File: src/rtl/decode_cycle_pkg.sv
// Shared decode constants for the RV32I ID stage: opcodes, ALU operation codes,
// immediate-format selectors and the main-decoder control bundle.
package decode_cycle_pkg;

  localparam logic [6:0] OP_LOAD   = 7'b0000011;
  localparam logic [6:0] OP_STORE  = 7'b0100011;
  localparam logic [6:0] OP_RTYPE  = 7'b0110011;
  localparam logic [6:0] OP_ITYPE  = 7'b0010011;
  localparam logic [6:0] OP_BRANCH = 7'b1100011;

  localparam logic [2:0] ALU_ADD = 3'b000;
  localparam logic [2:0] ALU_SUB = 3'b001;
  localparam logic [2:0] ALU_AND = 3'b010;
  localparam logic [2:0] ALU_OR  = 3'b011;
  localparam logic [2:0] ALU_SLT = 3'b101;

  typedef enum logic [1:0] {
    IMM_I = 2'b00,
    IMM_S = 2'b01,
    IMM_B = 2'b10
  } imm_src_e;

  typedef struct packed {
    logic       reg_write;
    imm_src_e   imm_src;
    logic       alu_src;
    logic       mem_write;
    logic       result_src;
    logic       branch;
    logic [1:0] alu_op;
  } ctrl_t;

endpackage

File: src/rtl/decode_cycle_register_file.sv
// 32x32 register file: two combinational read ports, one synchronous write port,
// x0 hard-wired to zero, and write-to-read bypass for same-cycle writeback.
module register_file
  import decode_cycle_pkg::*;
(
  input  logic        clk,
  input  logic        rst,
  input  logic [4:0]  A1,
  input  logic [4:0]  A2,
  input  logic        WE3,
  input  logic [4:0]  A3,
  input  logic [31:0] WD3,
  output logic [31:0] RD1,
  output logic [31:0] RD2
);

  logic [31:0] regs_q [32];
  logic        wr_en;

  assign wr_en = WE3 && (A3 != 5'd0);

  always_ff @(posedge clk) begin
    if (!rst) begin
      for (int i = 0; i < 32; i++) regs_q[i] <= '0;
    end else if (wr_en) begin
      regs_q[A3] <= WD3;
    end
  end

  // Bypass lets the instruction in decode see the value being written back this cycle.
  always_comb begin
    RD1 = regs_q[A1];
    RD2 = regs_q[A2];
    if (A1 == 5'd0)              RD1 = '0;
    else if (wr_en && A3 == A1)  RD1 = WD3;
    if (A2 == 5'd0)              RD2 = '0;
    else if (wr_en && A3 == A2)  RD2 = WD3;
  end

endmodule

File: src/rtl/decode_cycle.sv
// RV32I instruction-decode stage: control decode, immediate generation, register
// read, and the ID/EX pipeline register feeding execute.
module decode_cycle
  import decode_cycle_pkg::*;
(
  input  logic        clk,
  input  logic        rst,
  input  logic [31:0] InstrD,
  input  logic [31:0] PCD,
  input  logic [31:0] PCPlus4D,
  input  logic        RegWriteW,
  input  logic [4:0]  RDW,
  input  logic [31:0] ResultW,
  output logic        RegWriteE,
  output logic        ALUSrcE,
  output logic        MemWriteE,
  output logic        ResultSrcE,
  output logic        BranchE,
  output logic [2:0]  ALUControlE,
  output logic [31:0] RD1_E,
  output logic [31:0] RD2_E,
  output logic [31:0] Imm_Ext_E,
  output logic [4:0]  RD_E,
  output logic [31:0] PCE,
  output logic [31:0] PCPlus4E,
  output logic [4:0]  RS1_E,
  output logic [4:0]  RS2_E
);

  logic [6:0]  opcode;
  logic [2:0]  funct3;
  ctrl_t       ctrl_d;
  logic [2:0]  alu_ctrl_d;
  logic [31:0] imm_d;
  logic [31:0] rd1_d, rd2_d;

  logic        reg_write_q, alu_src_q, mem_write_q, result_src_q, branch_q;
  logic [2:0]  alu_ctrl_q;
  logic [31:0] rd1_q, rd2_q, imm_q, pc_q, pc4_q;
  logic [4:0]  rd_q, rs1_q, rs2_q;

  assign opcode = InstrD[6:0];
  assign funct3 = InstrD[14:12];

  function automatic logic [31:0] sign_extend(input logic [31:0] instr, input imm_src_e src);
    logic [31:0] imm;
    case (src)
      IMM_S:   imm = {{20{instr[31]}}, instr[31:25], instr[11:7]};
      IMM_B:   imm = {{20{instr[31]}}, instr[7], instr[30:25], instr[11:8], 1'b0};
      default: imm = {{20{instr[31]}}, instr[31:20]};
    endcase
    return imm;
  endfunction

  always_comb begin
    ctrl_d = '{reg_write: 1'b0, imm_src: IMM_I, alu_src: 1'b0, mem_write: 1'b0,
               result_src: 1'b0, branch: 1'b0, alu_op: 2'b00};
    case (opcode)
      OP_LOAD:   begin ctrl_d.reg_write = 1'b1; ctrl_d.alu_src = 1'b1; ctrl_d.result_src = 1'b1; end
      OP_STORE:  begin ctrl_d.imm_src = IMM_S; ctrl_d.alu_src = 1'b1; ctrl_d.mem_write = 1'b1; end
      OP_RTYPE:  begin ctrl_d.reg_write = 1'b1; ctrl_d.alu_op = 2'b10; end
      OP_ITYPE:  begin ctrl_d.reg_write = 1'b1; ctrl_d.alu_src = 1'b1; ctrl_d.alu_op = 2'b10; end
      OP_BRANCH: begin ctrl_d.imm_src = IMM_B; ctrl_d.branch = 1'b1; ctrl_d.alu_op = 2'b01; end
      default: ;
    endcase
  end

  // funct7[5] only selects sub for register-register ops; addi ignores it.
  always_comb begin
    alu_ctrl_d = ALU_ADD;
    case (ctrl_d.alu_op)
      2'b01: alu_ctrl_d = ALU_SUB;
      2'b10: begin
        case (funct3)
          3'b000:  alu_ctrl_d = (opcode[5] && InstrD[30]) ? ALU_SUB : ALU_ADD;
          3'b010:  alu_ctrl_d = ALU_SLT;
          3'b110:  alu_ctrl_d = ALU_OR;
          3'b111:  alu_ctrl_d = ALU_AND;
          default: alu_ctrl_d = ALU_ADD;
        endcase
      end
      default: alu_ctrl_d = ALU_ADD;
    endcase
  end

  assign imm_d = sign_extend(InstrD, ctrl_d.imm_src);

  register_file u_register_file (
    .clk (clk),
    .rst (rst),
    .A1  (InstrD[19:15]),
    .A2  (InstrD[24:20]),
    .WE3 (RegWriteW),
    .A3  (RDW),
    .WD3 (ResultW),
    .RD1 (rd1_d),
    .RD2 (rd2_d)
  );

  // ID/EX boundary
  always_ff @(posedge clk) begin
    if (!rst) begin
      reg_write_q  <= 1'b0;
      alu_src_q    <= 1'b0;
      mem_write_q  <= 1'b0;
      result_src_q <= 1'b0;
      branch_q     <= 1'b0;
      alu_ctrl_q   <= '0;
      rd1_q        <= '0;
      rd2_q        <= '0;
      imm_q        <= '0;
      rd_q         <= '0;
      pc_q         <= '0;
      pc4_q        <= '0;
      rs1_q        <= '0;
      rs2_q        <= '0;
    end else begin
      reg_write_q  <= ctrl_d.reg_write;
      alu_src_q    <= ctrl_d.alu_src;
      mem_write_q  <= ctrl_d.mem_write;
      result_src_q <= ctrl_d.result_src;
      branch_q     <= ctrl_d.branch;
      alu_ctrl_q   <= alu_ctrl_d;
      rd1_q        <= rd1_d;
      rd2_q        <= rd2_d;
      imm_q        <= imm_d;
      rd_q         <= InstrD[11:7];
      pc_q         <= PCD;
      pc4_q        <= PCPlus4D;
      rs1_q        <= InstrD[19:15];
      rs2_q        <= InstrD[24:20];
    end
  end

  assign RegWriteE   = reg_write_q;
  assign ALUSrcE     = alu_src_q;
  assign MemWriteE   = mem_write_q;
  assign ResultSrcE  = result_src_q;
  assign BranchE     = branch_q;
  assign ALUControlE = alu_ctrl_q;
  assign RD1_E       = rd1_q;
  assign RD2_E       = rd2_q;
  assign Imm_Ext_E   = imm_q;
  assign RD_E        = rd_q;
  assign PCE         = pc_q;
  assign PCPlus4E    = pc4_q;
  assign RS1_E       = rs1_q;
  assign RS2_E       = rs2_q;

endmodule

File: config.mk
export PLATFORM = sky130hd
export DESIGN_NAME = decode_cycle
export DESIGN_NICKNAME = d
export VERILOG_FILES = /design/src/rtl/decode_cycle_pkg.sv /design/src/rtl/decode_cycle_register_file.sv /design/src/rtl/decode_cycle.sv
export SDC_FILE = /design/constraint.sdc
export NUM_CORES = 2
export LEC_CHECK = 0
export ABC_CLOCK_PERIOD_IN_PS = 3900
export CORE_AREA = 2 2 388 390
export CTS_CLUSTER_DIAMETER = 120
export CTS_CLUSTER_SIZE = 10
export DETAILED_ROUTE_END_ITERATION = 12
export DIE_AREA = 0 0 390 392
export SLEW_MARGIN = 5
export SYNTH_ARGS = -nofsm -noshare
export SYNTH_HDL_FRONTEND = slang
export SYNTH_SLANG_ARGS = --single-unit
File: constraint.sdc
create_clock -name clk -period 3.9 [get_ports clk]
set_input_delay 0.39 -clock clk [delete_from_list [all_inputs] [get_ports clk]]
set_output_delay 0.39 -clock clk [all_outputs]
set_load 0.02 [all_outputs]
==> impl_results.md <==
* Fin Hold WS at about 0.17 ns
* Commonest non-fill, non-tap cell in the layout: and2_1
* Synth area leaders: edfxtp_1 52%, mux4_2 15%, and2_1 11%, dfxtp_1 5.5%, mux2i_1 4.8%
* Worst path cell trace: dlygate4sd3_1 > buf_6 > nand2_1 > nor2_1 > nand2_1 > buf_4 > nor2_4 > buf_4 > and2_1
* Post-synth top area share at roughly half
* Most frequent cells in the layout: 1077 x and2_1, 1024 x edfxtp_1, 386 x mux4_2, 308 x clkdlybuf4s50_1, 284 x mux2i_1
* Status: completed
* Slew Limit Fails at 0
* Critical-path top delay cell: nor2_4
* Max Fclk at 368 MHz
* CP max FO at 29
* LEAKAGE at about 24 nW
* Antenna violations before repair at 25
* Final instance area at ~70000 um2
* Primary FF master, synth: edfxtp_1
* Reg-to-reg endpoint: RD2_E[28]
* Final WL at 222000 um
* Die width at ~390 um
* Pin count of the biggest net entering global routing at 98
* Worst hold path class: in2reg
* Hold EP: RD_E[1]
* Htree depth at 4
* Post-synth EDFFs at about 1000
* FF-to-FF path depth at 5
* Routed via count at around 40000
* Drt first pass iters at 5
* CTS Sinks at ~1200
* PortBufs at 318
* Hold wc startpoint: InstrD[8]
* Yosys warns at 0
* GRT overflow at 0
* Io pins at between 300 and 400
* Post-placement cell count at 6125
* Flops & latches, synth at around 1200
* Hold Path Depth at 3
* Slew of the pin with the lowest slew margin at 1.30 ns
* Clock Tree Buf Depth at 3
* Cells after synthesis at 4092
* Final count of hold timing violations at 0
* Worst r2r src: u_register_file.regs_q[8][28]
* Die Area at 153000 um2
* Detail Placement HPWL at 133000 um
* Setup WS pre-CTS at between 0.6 and 0.7 ns
* Cell area after synthesis at about 59000 um2
* Num CTS Buffers at between 100 and 150
* Layout cells sized above 1 at around 18%
* CTS Root Cell: clkbuf_16
* Relative slew slack at 12.9%
* Worst Setup End Kind: flop
* Synth unique cells at between 40 and 50
* GRT Overall Usage at between 20 and 30%
* FP Rows at roughly 140
* Reg2Reg Setup Slack at around 1.8 ns
* CTS tree: done
* Clk pin slew, worst setup/hold paths at 0.06 ns
* Iter 0 DRT Violations at about 5800
* DP Area at 65600 um2
* Number of global-route vias before repair at roughly 39000
* Starting Density at slightly below 40%
* Post-Layout Cell Count at 6384
* Max-Cap Viols at 0
* Worst EP arrival at 3.35 ns
* Layout Nets at ~4500
* Multi-input logic area at between 20000 and 25000 um2
* DRC viols at 0
* Max incr delay on CP at 0.71 ns
* Sequential area share after synthesis at between 50 and 60%
* Critical path class: in2reg
* Syn-to-layout area delta at 17.7%
* CP Launch Type: input pin
* Post-layout min period at about 2.7 ns
* Pwr dens at around 440 nW/um2
* Fin crit share at a little over two thirds
* Mean post-synth cell area at roughly 14 um2
* Drt wl/cell at around 35 um
* Placer Congestion at between 0.8 and 0.9
* RSZ-0062 raised after global routing: no
* Reg area at 34000 um2
* Post-DRT Antenna Nets at 0
* Clk_skew at approximately 0.03 ns
* Fillcell total at approximately 13000
* Dominant cell type by area after synthesis: edfxtp_1
* Clk_lat worst skew at around 0.81 ns
* Final Setup Violations at 0
* First-pass GRT wire length at 309000 um
* Critical path data required time at around 4.5 ns
* Vias per cell at around 6.3
* Final WS setup at 1.18 ns
* Total core area at 149000 um2
* Asr flop ratio synth at 0%
* Worst VDD drop at about 0.43 mV
* Die height at 392 um
* # Post-CTS Setup Buffers at 0
* Fin util at around 47%
==> worst max-delay path: cells and delay by family <==
family,cells,cell delay (ns)
buffers and inverters,4,1.62
and+or+nand+nor,5,1.25
==> state kept, by name (all words and copies together), names as in the netlist, 3 cells and up <==
signal and flops:
ALUControlE 3, Imm_Ext_E 13, PCE 32, PCPlus4E 32
RD1_E 32, RD2_E 32, RD_E 5, RS1_E 5
RS2_E 5, u_register_file.regs_q 1024
==> Yosys cell counts (4+ instances only) <==
cell and count:
dfxtp_1 164, and2_1 1078, a21oi_1 100, nor3_1 5, buf_2 85, ha_1 4, o22ai_1 31, o21ai_0 32
buf_6 6, o21bai_1 32, clkbuf_1 312, inv_1 7, mux2i_1 284, a2111oi_0 31, a22o_1 62, a211oi_1 64
nand3_1 6, mux4_2 386, nand3b_1 6, xnor2_1 8, a22oi_1 65, nand2_1 14, a221oi_1 64, a211o_1 32
nor2_1 48, buf_1 16, nor3b_1 4, nor2b_1 38, edfxtp_1 1024, o221ai_1 31, buf_4 30
==> stage by stage <==
stage          power, mW  setup TNS [ns]
2_1_floorplan       17.2          -19.32
3_3_place_gp        18.9               0
3_5_place_dp        19.0               0
4_1_cts             31.0               0
5_1_grt             31.7               0
6_report            30.9               0
==> cells by family after synthesis <==
logic type                 after synthesis  synth area share (%)
AOI/OAI and AO/OA                      553                  6.91
other                                    1               0.00633
adders and majority gates                4                0.0845
DFF                                   1188                  57.5
and+or+nand+nor                       1210                  12.5
xor gates and xnor gates                10                 0.148
muxes                                  670                  19.5
buffers and inverters                  456                  3.34
==> layer usage <==
| metal | vias up | share of wire, % | track usage [%] |
|---|---|---|---|
| met1 | 20900 | 39 | 39.7 |
| met4 | 10 | 3.6 | 10.4 |
| li1 | 16100 | - | - |
| met5 | - | 0.026 | 0 |
| met3 | 399 | 12 | 7.49 |
| met2 | 2728 | 45 | 44.0 |
==> cell type report <==
cell class                 count  area share, %
clock inverter                12          0.287
sequential                  1188           48.8
tap                         1944           3.49
antenna                        8         0.0287
timing repair buffer         510           7.40
multi-input combinational   2479           34.4
inverter                       7         0.0377
clock buffer                 236           5.51
==> power breakdown <==
group / switching (mW) / internal [mW]
combinational: 2.20 / 1.60
clock: 5.43 / 6.72
sequential: 0.455 / 14.5
==> how the worst max path moves through the flow <==
| stage | startpoint | end | slack (ns) |
|---|---|---|---|
| 3_3_place_gp | RDW[2] | RD1_E[24] | 0.64 |
| 3_5_place_dp | RDW[2] | RD1_E[22] | 0.66 |
| 5_1_grt | rst | u_register_file.regs_q[2][31] | 1.15 |
| 4_1_cts | Imm_Ext_E[12] | Imm_Ext_E[23] | 1.30 |
| 6_report | rst | u_register_file.regs_q[2][1] | 1.18 |
| 2_1_floorplan | RDW[2] | u_register_file.regs_q[24][0] | -0.07 |
==> repair_timing <==
item	4_1_cts	5_1_grt
hold buffers	3	0
gates resized for setup	0	0
endpoints found under the hold margin	4	0
Power figures use the tool's default switching activity.
